<file path="src/rtl/adder_pkg.sv">
// Shared prefix-adder types and helpers: pg pair, black/grey cells, level and latency math.
package adder_pkg;

    typedef struct packed {
        logic g;
        logic p;
    } pg_t;

    function automatic int prefix_levels(input int width);
        return $clog2(width);
    endfunction

    // Pre-processing register + one register per REG_EVERY levels (excluding the last) + output register.
    function automatic int pipe_latency(input int width, input int reg_every);
        return 2 + (prefix_levels(width) - 1) / reg_every;
    endfunction

    function automatic pg_t black(input pg_t hi, input pg_t lo);
        pg_t r;
        r.g = hi.g | (hi.p & lo.g);
        r.p = hi.p & lo.p;
        return r;
    endfunction

    function automatic logic grey(input pg_t hi, input logic g_lo);
        return hi.g | (hi.p & g_lo);
    endfunction

endpackage

</file>
<file path="src/rtl/sklansky_level.sv">
// One combinational Sklansky prefix level; position 0 is the carry-in node.
module sklansky_level
    import adder_pkg::*;
#(
    parameter int WIDTH = 32,
    parameter int LEVEL = 0
) (
    input  logic [WIDTH-1:0] i_g,
    input  logic [WIDTH-1:0] i_p,
    output logic [WIDTH-1:0] o_g,
    output logic [WIDTH-1:0] o_p
);

    for (genvar j = 0; j < WIDTH; j++) begin : g_pos
        if (((j >> LEVEL) % 2) == 1) begin : g_black
            // Last node of the preceding 2^LEVEL block.
            localparam int LO = ((j >> (LEVEL + 1)) << (LEVEL + 1)) + (1 << LEVEL) - 1;
            pg_t w_c;
            assign w_c    = black(pg_t'{g: i_g[j], p: i_p[j]}, pg_t'{g: i_g[LO], p: i_p[LO]});
            assign o_g[j] = w_c.g;
            assign o_p[j] = w_c.p;
        end else begin : g_pass
            assign o_g[j] = i_g[j];
            assign o_p[j] = i_p[j];
        end
    end

endmodule

</file>
<file path="src/rtl/sklansky_pipe_adder.sv">
// Pipelined Sklansky adder with global-stall valid/ready stream and in-order tag.
// Define SKLANSKY_PIPE_OVF_EN to add the registered signed-overflow output ovf.
module sklansky_pipe_adder
    import adder_pkg::*;
#(
    parameter int WIDTH     = 32,
    parameter int REG_EVERY = 1,
    parameter int TAG_W     = 1
) (
    input  logic             clk,
    input  logic             rst_n,
    input  logic             in_valid,
    output logic             in_ready,
    input  logic [WIDTH-1:0] a,
    input  logic [WIDTH-1:0] b,
    input  logic             cin,
    input  logic [TAG_W-1:0] in_tag,
    output logic             out_valid,
    input  logic             out_ready,
    output logic [WIDTH-1:0] sum,
    output logic             cout,
    output logic [TAG_W-1:0] out_tag
`ifdef SKLANSKY_PIPE_OVF_EN
    ,
    output logic             ovf
`endif
);

    localparam int L   = prefix_levels(WIDTH);
    localparam int LAT = pipe_latency(WIDTH, REG_EVERY);

    logic           w_adv;
    logic [LAT-1:0] r_vld_pipe;

    assign w_adv     = !r_vld_pipe[LAT-1] | out_ready;
    assign in_ready  = w_adv;
    assign out_valid = r_vld_pipe[LAT-1];

    always_ff @(posedge clk or negedge rst_n) begin
        if (!rst_n)     r_vld_pipe <= '0;
        else if (w_adv) r_vld_pipe <= {r_vld_pipe[LAT-2:0], in_valid};
    end

    // Node 0 is cin (p=0); node i+1 is bit i. Bit WIDTH-1 only feeds the final grey cell.
    logic [WIDTH-1:0] r_ng0, r_np0, r_po0;
    logic             r_gt0;
    logic [TAG_W-1:0] r_tag0;

    always_ff @(posedge clk or negedge rst_n) begin
        if (!rst_n) begin
            r_ng0  <= '0;
            r_np0  <= '0;
            r_po0  <= '0;
            r_gt0  <= 1'b0;
            r_tag0 <= '0;
        end else if (w_adv) begin
            r_ng0  <= {a[WIDTH-2:0] & b[WIDTH-2:0], cin};
            r_np0  <= {a[WIDTH-2:0] ^ b[WIDTH-2:0], 1'b0};
            r_po0  <= a ^ b;
            r_gt0  <= a[WIDTH-1] & b[WIDTH-1];
            r_tag0 <= in_tag;
        end
    end

    logic [L-1:0][WIDTH-1:0] w_ng_in, w_np_in, w_ng_out, w_np_out, w_po_in;
    logic [L-1:0][TAG_W-1:0] w_tag_in;
    logic [L-1:0]            w_gt_in;

    assign w_ng_in[0]  = r_ng0;
    assign w_np_in[0]  = r_np0;
    assign w_po_in[0]  = r_po0;
    assign w_gt_in[0]  = r_gt0;
    assign w_tag_in[0] = r_tag0;

    for (genvar k = 0; k < L; k++) begin : g_lvl
        sklansky_level #(.WIDTH(WIDTH), .LEVEL(k)) u_level (
            .i_g (w_ng_in[k]),
            .i_p (w_np_in[k]),
            .o_g (w_ng_out[k]),
            .o_p (w_np_out[k])
        );
        if (k > 0) begin : g_link
            if (k % REG_EVERY == 0) begin : g_reg
                logic [WIDTH-1:0] r_ng, r_np, r_po;
                logic             r_gt;
                logic [TAG_W-1:0] r_tag;
                always_ff @(posedge clk or negedge rst_n) begin
                    if (!rst_n) begin
                        r_ng  <= '0;
                        r_np  <= '0;
                        r_po  <= '0;
                        r_gt  <= 1'b0;
                        r_tag <= '0;
                    end else if (w_adv) begin
                        r_ng  <= w_ng_out[k-1];
                        r_np  <= w_np_out[k-1];
                        r_po  <= w_po_in[k-1];
                        r_gt  <= w_gt_in[k-1];
                        r_tag <= w_tag_in[k-1];
                    end
                end
                assign w_ng_in[k]  = r_ng;
                assign w_np_in[k]  = r_np;
                assign w_po_in[k]  = r_po;
                assign w_gt_in[k]  = r_gt;
                assign w_tag_in[k] = r_tag;
            end else begin : g_wire
                assign w_ng_in[k]  = w_ng_out[k-1];
                assign w_np_in[k]  = w_np_out[k-1];
                assign w_po_in[k]  = w_po_in[k-1];
                assign w_gt_in[k]  = w_gt_in[k-1];
                assign w_tag_in[k] = w_tag_in[k-1];
            end
        end
    end

    // After the full tree, node i holds the carry into bit i; every group p includes cin's p=0.
    logic [WIDTH-1:0] w_carry;
    logic             w_cout;
    logic             w_unused_p;

    assign w_carry    = w_ng_out[L-1];
    assign w_cout     = grey(pg_t'{g: w_gt_in[L-1], p: w_po_in[L-1][WIDTH-1]}, w_carry[WIDTH-1]);
    assign w_unused_p = |w_np_out[L-1];

    logic [WIDTH-1:0] r_sum;
    logic             r_cout;
    logic [TAG_W-1:0] r_tag;

    always_ff @(posedge clk or negedge rst_n) begin
        if (!rst_n) begin
            r_sum  <= '0;
            r_cout <= 1'b0;
            r_tag  <= '0;
        end else if (w_adv) begin
            r_sum  <= w_po_in[L-1] ^ w_carry;
            r_cout <= w_cout;
            r_tag  <= w_tag_in[L-1];
        end
    end

    assign sum     = r_sum;
    assign cout    = r_cout;
    assign out_tag = r_tag;

`ifdef SKLANSKY_PIPE_OVF_EN
    logic r_ovf;
    always_ff @(posedge clk or negedge rst_n) begin
        if (!rst_n)     r_ovf <= 1'b0;
        else if (w_adv) r_ovf <= w_carry[WIDTH-1] ^ w_cout;
    end
    assign ovf = r_ovf;
`endif

endmodule

</file>
<file path="config.mk">
export PLATFORM = sky130hd
export DESIGN_NAME = sklansky_pipe_adder
export DESIGN_NICKNAME = d
export VERILOG_FILES = /design/src/rtl/adder_pkg.sv /design/src/rtl/sklansky_level.sv /design/src/rtl/sklansky_pipe_adder.sv
export SDC_FILE = /design/constraint.sdc
export NUM_CORES = 1
export LEC_CHECK = 0
export CAP_MARGIN = 30
export CORE_UTILIZATION = 55
export CTS_CLUSTER_DIAMETER = 150
export DETAILED_ROUTE_END_ITERATION = 8
export GPL_ROUTABILITY_DRIVEN = 1
export PLACE_DENSITY = 0.74
export SLEW_MARGIN = 15
export SYNTH_ARGS = -nofsm -noshare
export SYNTH_HDL_FRONTEND = slang
export SYNTH_HIERARCHICAL = 1
export SYNTH_SLANG_ARGS = --single-unit
</file>
<file path="constraint.sdc">
create_clock -name clk -period 2.6 [get_ports clk]
set_input_delay 0.39 -clock clk [delete_from_list [all_inputs] [get_ports clk]]
set_output_delay 0.39 -clock clk [all_outputs]
set_load 0.02 [all_outputs]
</file>
==> impl_metrics.csv, run 1 <==
group,metric,value,unit
worst_setup_path,cp-start-kind,"register",
worst_setup_path,arrival,1790,ps
sta,drv_slew,0,
pwr,leakage,11.2,nW
global_routing,antenna_found_initial,0,
layout,area_delta_synth_final,11.0,%
synthesis,syn-num-nets,1423,
drt,drcViolationCount,0,
pwr,powerDensity,1210,nW/um^2
die,coreArea,36900,um^2
sta,fin_skew,8.80,ps
worst_setup_path,worstReg2RegEnd,"r_po0[20]$_DFFE_PN0P_",
cts,clockBufferDepth,3,
drt,routed-via-count,9639,
drt,wire_per_inst,17.0,um
synthesis,yosys_warnings,6,
drt,drt-initial-drc-count,371,
drt,antenna_left,0,
layout,nets,1421,
layout,layout_common_cells,"dfrtp_1 (468), mux2_2 (272), mux2_4 (194)",
worst_setup_path,cp.required,2210,ps
die,dieWidth,196,um
pwr,power,27.9,mW
placement,place_congestion,0.746,
die,start_util,0.563,
cts,clock_latency,560,ps
worst_hold_path,worstHoldPathType,"input port to asynchronous set/reset pin",
layout,fillers,2718,
sta,rsz0062_at_grt,"false",
sta,worst_pin_slew,683,ps
worst_setup_path,cp_cell_sequence,"nand2b_4 > clkdlybuf4s50_1",
drt,dr.pass1.iters,4,
global_routing,grt_usage,0.174,
global_routing,grt_pass1_vias,10220,
worst_setup_path,cp_slowest_cell,"clkdlybuf4s50_1",
worst_setup_path,r2r_setup_slack,880,ps
worst_setup_path,reg2reg_from,"r_vld_pipe[5]$_DFFE_PN0P_",
sta,fmax,458,MHz
cts,ctsResizeCount,0,
global_routing,grt_max_degree,97,
global_routing,grt_first_pass_wirelength,54300,um
drt,wl,31500,um
worst_setup_path,reg2reg_depth,4,
sta,setup_violations,0,
die,fp-row-count,70,
worst_setup_path,critPathKind,"register to output pin",
cts,cts_tree,"yes",
synthesis,syn_inst,1320,
drt,viasPerCell,5.19,
die,num_io_pins,106,
die,die_h,196,um
synthesis,netlist_area,20800,um^2
placement,dp_hpwl,20200,um
sta,tns,0,ps
worst_setup_path,critPathCaptureType,"output pin",
die,fp.dieArea,38500,um^2
worst_setup_path,cpPeakStageDelay,640,ps
cts,cts_max_level,2,
placement,io_buffers,105,
sta,hold_viol_final,0,
global_routing,grt_overflow,0,
sta,slew_headroom,0.544,
layout,layout_commonest_cell,"dfrtp_1",
flow_run,timing.max_cap.violations,0,
sta,period_share,0.839,
synthesis,avgSynthCellArea,15.7,um^2
cts,clkSinkCount,468,
pwr,peakVddDrop,963,uV
worst_setup_path,worstPathMaxFanout,7,
cts,cts_root_buf,"clkbuf_16",
layout,drive_gt1_frac,0.433,
sta,min_period,2180,ps
status,status,"complete, no violations",
cts,numCtsBuffers,48,
cts,clkSlewWorstSetupHoldPaths,60,ps
layout,diodes,0,
[registers in the layout, indices dropped and copies added, names as in the netlist, 4 cells and up]
| signal | flops |
|---|---|
| g_lvl.g_link.g_reg.r_gt | 4 |
| g_lvl.g_link.g_reg.r_ng | 128 |
| g_lvl.g_link.g_reg.r_np | 98 |
| g_lvl.g_link.g_reg.r_po | 128 |
| g_lvl.g_link.g_reg.r_tag | 4 |
| r_ng0 | 32 |
| r_po0 | 32 |
| r_vld_pipe | 6 |
| sum | 32 |
[layout make-up]
type / instances / area [um^2] / share of cell area
clock buffers: 74 / 1460 / 0.0634
clock inverters: 11 / 114 / 0.00494
multi-input cells: 664 / 7620 / 0.331
flip-flops and latches: 468 / 11700 / 0.508
well taps: 504 / 631 / 0.0274
repair buffers: 136 / 1500 / 0.0653
[layer usage]
metal	track usage	wire (um)
met1	0.258	15600
met2	0.261	14100
met3	0.0356	1090
met4	0.0480	623
met5	0	0
[timing repair]
item,CTS,global route
hold endpoints to repair,49,0
hold buffers,1,0
setup buffers,0,0
[per-stage QoR]
| step | hold slack [ps] | setup WS (ps) | instances | area [um^2] | util |
|---|---|---|---|---|---|
| after floorplan | 94.4 | 1040 | 1320 | 20800 | - |
| after global placement | 391 | 427 | 1771 | 21500 | 0.582 |
| after detailed placement | 396 | 378 | 1771 | 21500 | 0.582 |
| after CTS | 385 | 373 | 1857 | 23000 | 0.625 |
| after global routing | 408 | 335 | 1857 | 23000 | 0.625 |
| final | 394 | 418 | 1857 | 23000 | 0.625 |
[critical path: cells and delay by family, from the launching register on]
kind	cells	cell delay, ps
flip-flops	1	430
buffers and inverters	1	640
AND/OR/NAND/NOR	1	170
[power by group]
group | internal [mW] | switching (mW)
clock network | 4.05 | 2.73
registers | 10.5 | 2.15
logic | 5.66 | 2.90
total | 20.2 | 7.78
[worst max path at each step]
stage | start | to | slack (ps) | cells past startpoint
2_1_floorplan | r_vld_pipe[5]$_DFFE_PN0P_ | r_po0[20]$_DFFE_PN0P_ | 1040 | 5
3_3_place_gp | out_ready | sum[20]$_DFFE_PN0P_ | 430 | 5
3_5_place_dp | out_ready | g_lvl[3].g_link.g_reg.r_po[29]$_DFFE_PN0P_ | 380 | 5
4_1_cts | r_vld_pipe[5]$_DFFE_PN0P_ | in_ready | 370 | 2
5_1_grt | r_vld_pipe[5]$_DFFE_PN0P_ | in_ready | 340 | 2
6_report | r_vld_pipe[5]$_DFFE_PN0P_ | in_ready | 420 | 2
Note: power is estimated with default switching activity, not from simulation.
==> run 2: changes to the inputs <==
--- a/config.mk
+++ b/config.mk
@@ -10,7 +10,7 @@
 export CTS_CLUSTER_DIAMETER = 150
 export DETAILED_ROUTE_END_ITERATION = 8
 export GPL_ROUTABILITY_DRIVEN = 1
-export PLACE_DENSITY = 0.74
+export PLACE_DENSITY = 0.77
 export SLEW_MARGIN = 15
 export SYNTH_ARGS = -nofsm -noshare
 export SYNTH_HDL_FRONTEND = slang
==> constraint.sdc (replaced) <==
create_clock -name clk -period 1.94 [get_ports clk]
set_input_delay 0.291 -clock clk [delete_from_list [all_inputs] [get_ports clk]]
set_output_delay 0.291 -clock clk [all_outputs]
set_load 0.02 [all_outputs]
==> run 2 against run 1 <==
Clock power increased by 33%. Combinational power increased by 38%. Critical endpoint is now sum[11]. Highest routed layer unchanged. Non-clock buffer count rose by 14.
==> impl_metrics.csv, run 2 (synthesis gave the netlist of run 1 again) <==
group,metric,value,unit
die,num_io_pins,106,
layout,final_area,23200,um^2
sta,hold_viol_final,0,
pwr,p_switching,10.5,mW
placement,io_buffers,105,
cts,clock_latency,540,ps
sta,period_share,0.944,
die,start_util,0.563,
global_routing,grt_first_pass_wirelength,55400,um
drt,routed-via-count,9721,
pwr,swShare,0.279,
sta,fmax,546,MHz
global_routing,grt_usage,0.176,
sta,setup_violations,0,
die,die_h,196,um
cts,clkSlewWorstSetupHoldPaths,60,ps
drt,drt-initial-drc-count,389,
die,fp.dieArea,38500,um^2
pwr,intPower,27.2,mW
sta,min_period,1830,ps
sta,worst_pin_slew,522,ps
placement,dp_hpwl,20700,um
drt,viasPerCell,5.20,
worst_setup_path,path_buf_inv,1,
global_routing,grt_max_degree,76,
placement,place_area,21600,um^2
cts,cts_setup_buffers,0,
layout,reg.largest.list,"g_lvl.g_link.g_reg.r_ng x128, g_lvl.g_link.g_reg.r_po x128, g_lvl.g_link.g_reg.r_np x98",
pwr,peakVddDrop,1150,uV
pwr,leakage,11.3,nW
pwr,power_frac_seq,0.449,
sta,rsz0062_at_grt,"false",
global_routing,antenna_found_initial,0,
drt,drcViolationCount,0,
worst_setup_path,cp.required,1650,ps
die,coreArea,36900,um^2
layout,diodes,0,
cts,cts_tree,"yes",
cts,cts_max_level,2,
status,status,"complete, no violations",
drt,dr.pass1.iters,4,
cts,numCtsBuffers,48,
layout,layout_commonest_cell,"dfrtp_1",
layout,layout_common_cells,"dfrtp_1 (468), mux2_2 (272), mux2_4 (194)",
pwr,powerDensity,1620,nW/um^2
global_routing,grt_overflow,0,
sta,drv_slew,0,
worst_setup_path,worstPathMaxFanout,2,
die,fp-row-count,70,
worst_setup_path,cp_slowest_cell,"clkdlybuf4s50_1",
sta,tns,0,ps
die,dieWidth,196,um
cts,cts_root_buf,"clkbuf_16",
worst_setup_path,cp-start-kind,"register",
placement,place_congestion,0.758,
cts,clkSinkCount,468,
pwr,p_comb_frac,0.313,
worst_setup_path,crit_family,"buffers and inverters",
worst_setup_path,arrival,1540,ps
cts,clockBufferDepth,3,
layout,area_delta_synth_final,11.7,%
drt,antenna_left,0,
pwr,pwr-share-clk,0.238,
flow_run,timing.max_cap.violations,0,
layout,drive_gt1_frac,0.439,
worst_setup_path,cpPeakStageDelay,620,ps
worst_setup_path,critPathKind,"register to output pin",
sta,fin_skew,17.3,ps
worst_hold_path,worstHoldPathType,"input port to asynchronous set/reset pin",
sta,slew_headroom,0.652,
drt,wl,32000,um
drt,wire_per_inst,17.1,um
layout,nets,1435,
global_routing,grt_pass1_vias,10559,
worst_setup_path,cp_cell_sequence,"clkdlybuf4s50_1",
worst_setup_path,critPathCaptureType,"output pin",
run 2: changes by cell type in the layout (fill, tap and decap cells not counted):
cell / previous run / this run
clkinvlp_4: 2 / 3
clkinv_2: 6 / 9
dlygate4sd2_1: 0 / 1
clkinv_4: 1 / 0
clkbuf_8: 14 / 9
clkbuf_1: 11 / 9
buf_12: 17 / 23
bufinv_16: 2 / 3
dlymetal6s2s_1: 0 / 1
clkdlybuf4s50_1: 104 / 102
buf_4: 13 / 21
run 2: per-layer routing:
layer  GRT usage  vias up  wire length, um
met3      0.0284       51             1060
met1       0.263     5031            15900
met4      0.0454        0              624
met2       0.267      146            14400
li1            -     4493                -
met5           0        -                0
run 2: power by group through the flow:
stage	sequential, mW	combinational, mW	clock, mW
6_report	16.9	11.8	8.98
4_1_cts	17.0	12.0	9.25
2_1_floorplan	16.4	10.5	0
3_3_place_gp	16.9	11.5	0
3_5_place_dp	17.1	11.9	0
5_1_grt	17.5	12.7	9.62
run 2: repair_timing:
action	CTS	global route
hold buffers	1	0
setup endpoints to repair	1	1
endpoints found under the hold margin	39	0
pin swaps	0	0
gates resized for setup	1	1
gates cloned	0	0
run 2: final timing paths:
check	depth (start not counted)	startpoint	slack, ps	end
worst min register to register	1	g_lvl[3].g_link.g_reg.r_po[17]$_DFFE_PN0P_	500	g_lvl[4].g_link.g_reg.r_po[17]$_DFFE_PN0P_
max in group asynchronous	3	rst_n	870	g_lvl[1].g_link.g_reg.r_po[9]$_DFFE_PN0P_
worst max-delay path	1	sum[11]$_DFFE_PN0P_	110	sum[11]
worst min-delay path	2	rst_n	290	g_lvl[2].g_link.g_reg.r_np[13]$_DFFE_PN0P_
worst max register to register	4	g_lvl[4].g_link.g_reg.r_ng[15]$_DFFE_PN0P_	330	sum[18]$_DFFE_PN0P_
min in group clk	2	cin	370	r_ng0[0]$_DFFE_PN0P_
run 2: layout make-up:
type | count | area (um^2)
Clock inverter | 15 | 158
Fill cell | 2662 | 13700
Sequential cell | 468 | 11700
Clock buffer | 67 | 1380
Tap cell | 504 | 631
Timing Repair Buffer | 150 | 1690
Multi-Input combinational cell | 664 | 7620
run 2: metrics by stage:
stage                util  worst slack, ps  power (mW)  hold WS, ps  instances
global placement    0.587             10.1        28.4          258       1785
floorplan               -              377        26.9        -4.59       1320
detailed placement  0.587            -9.85        29.0          261       1785
CTS                 0.629             25.7        38.2          286       1868
finish              0.629              109        37.7          286       1868
global route        0.629             58.4        39.9          301       1868
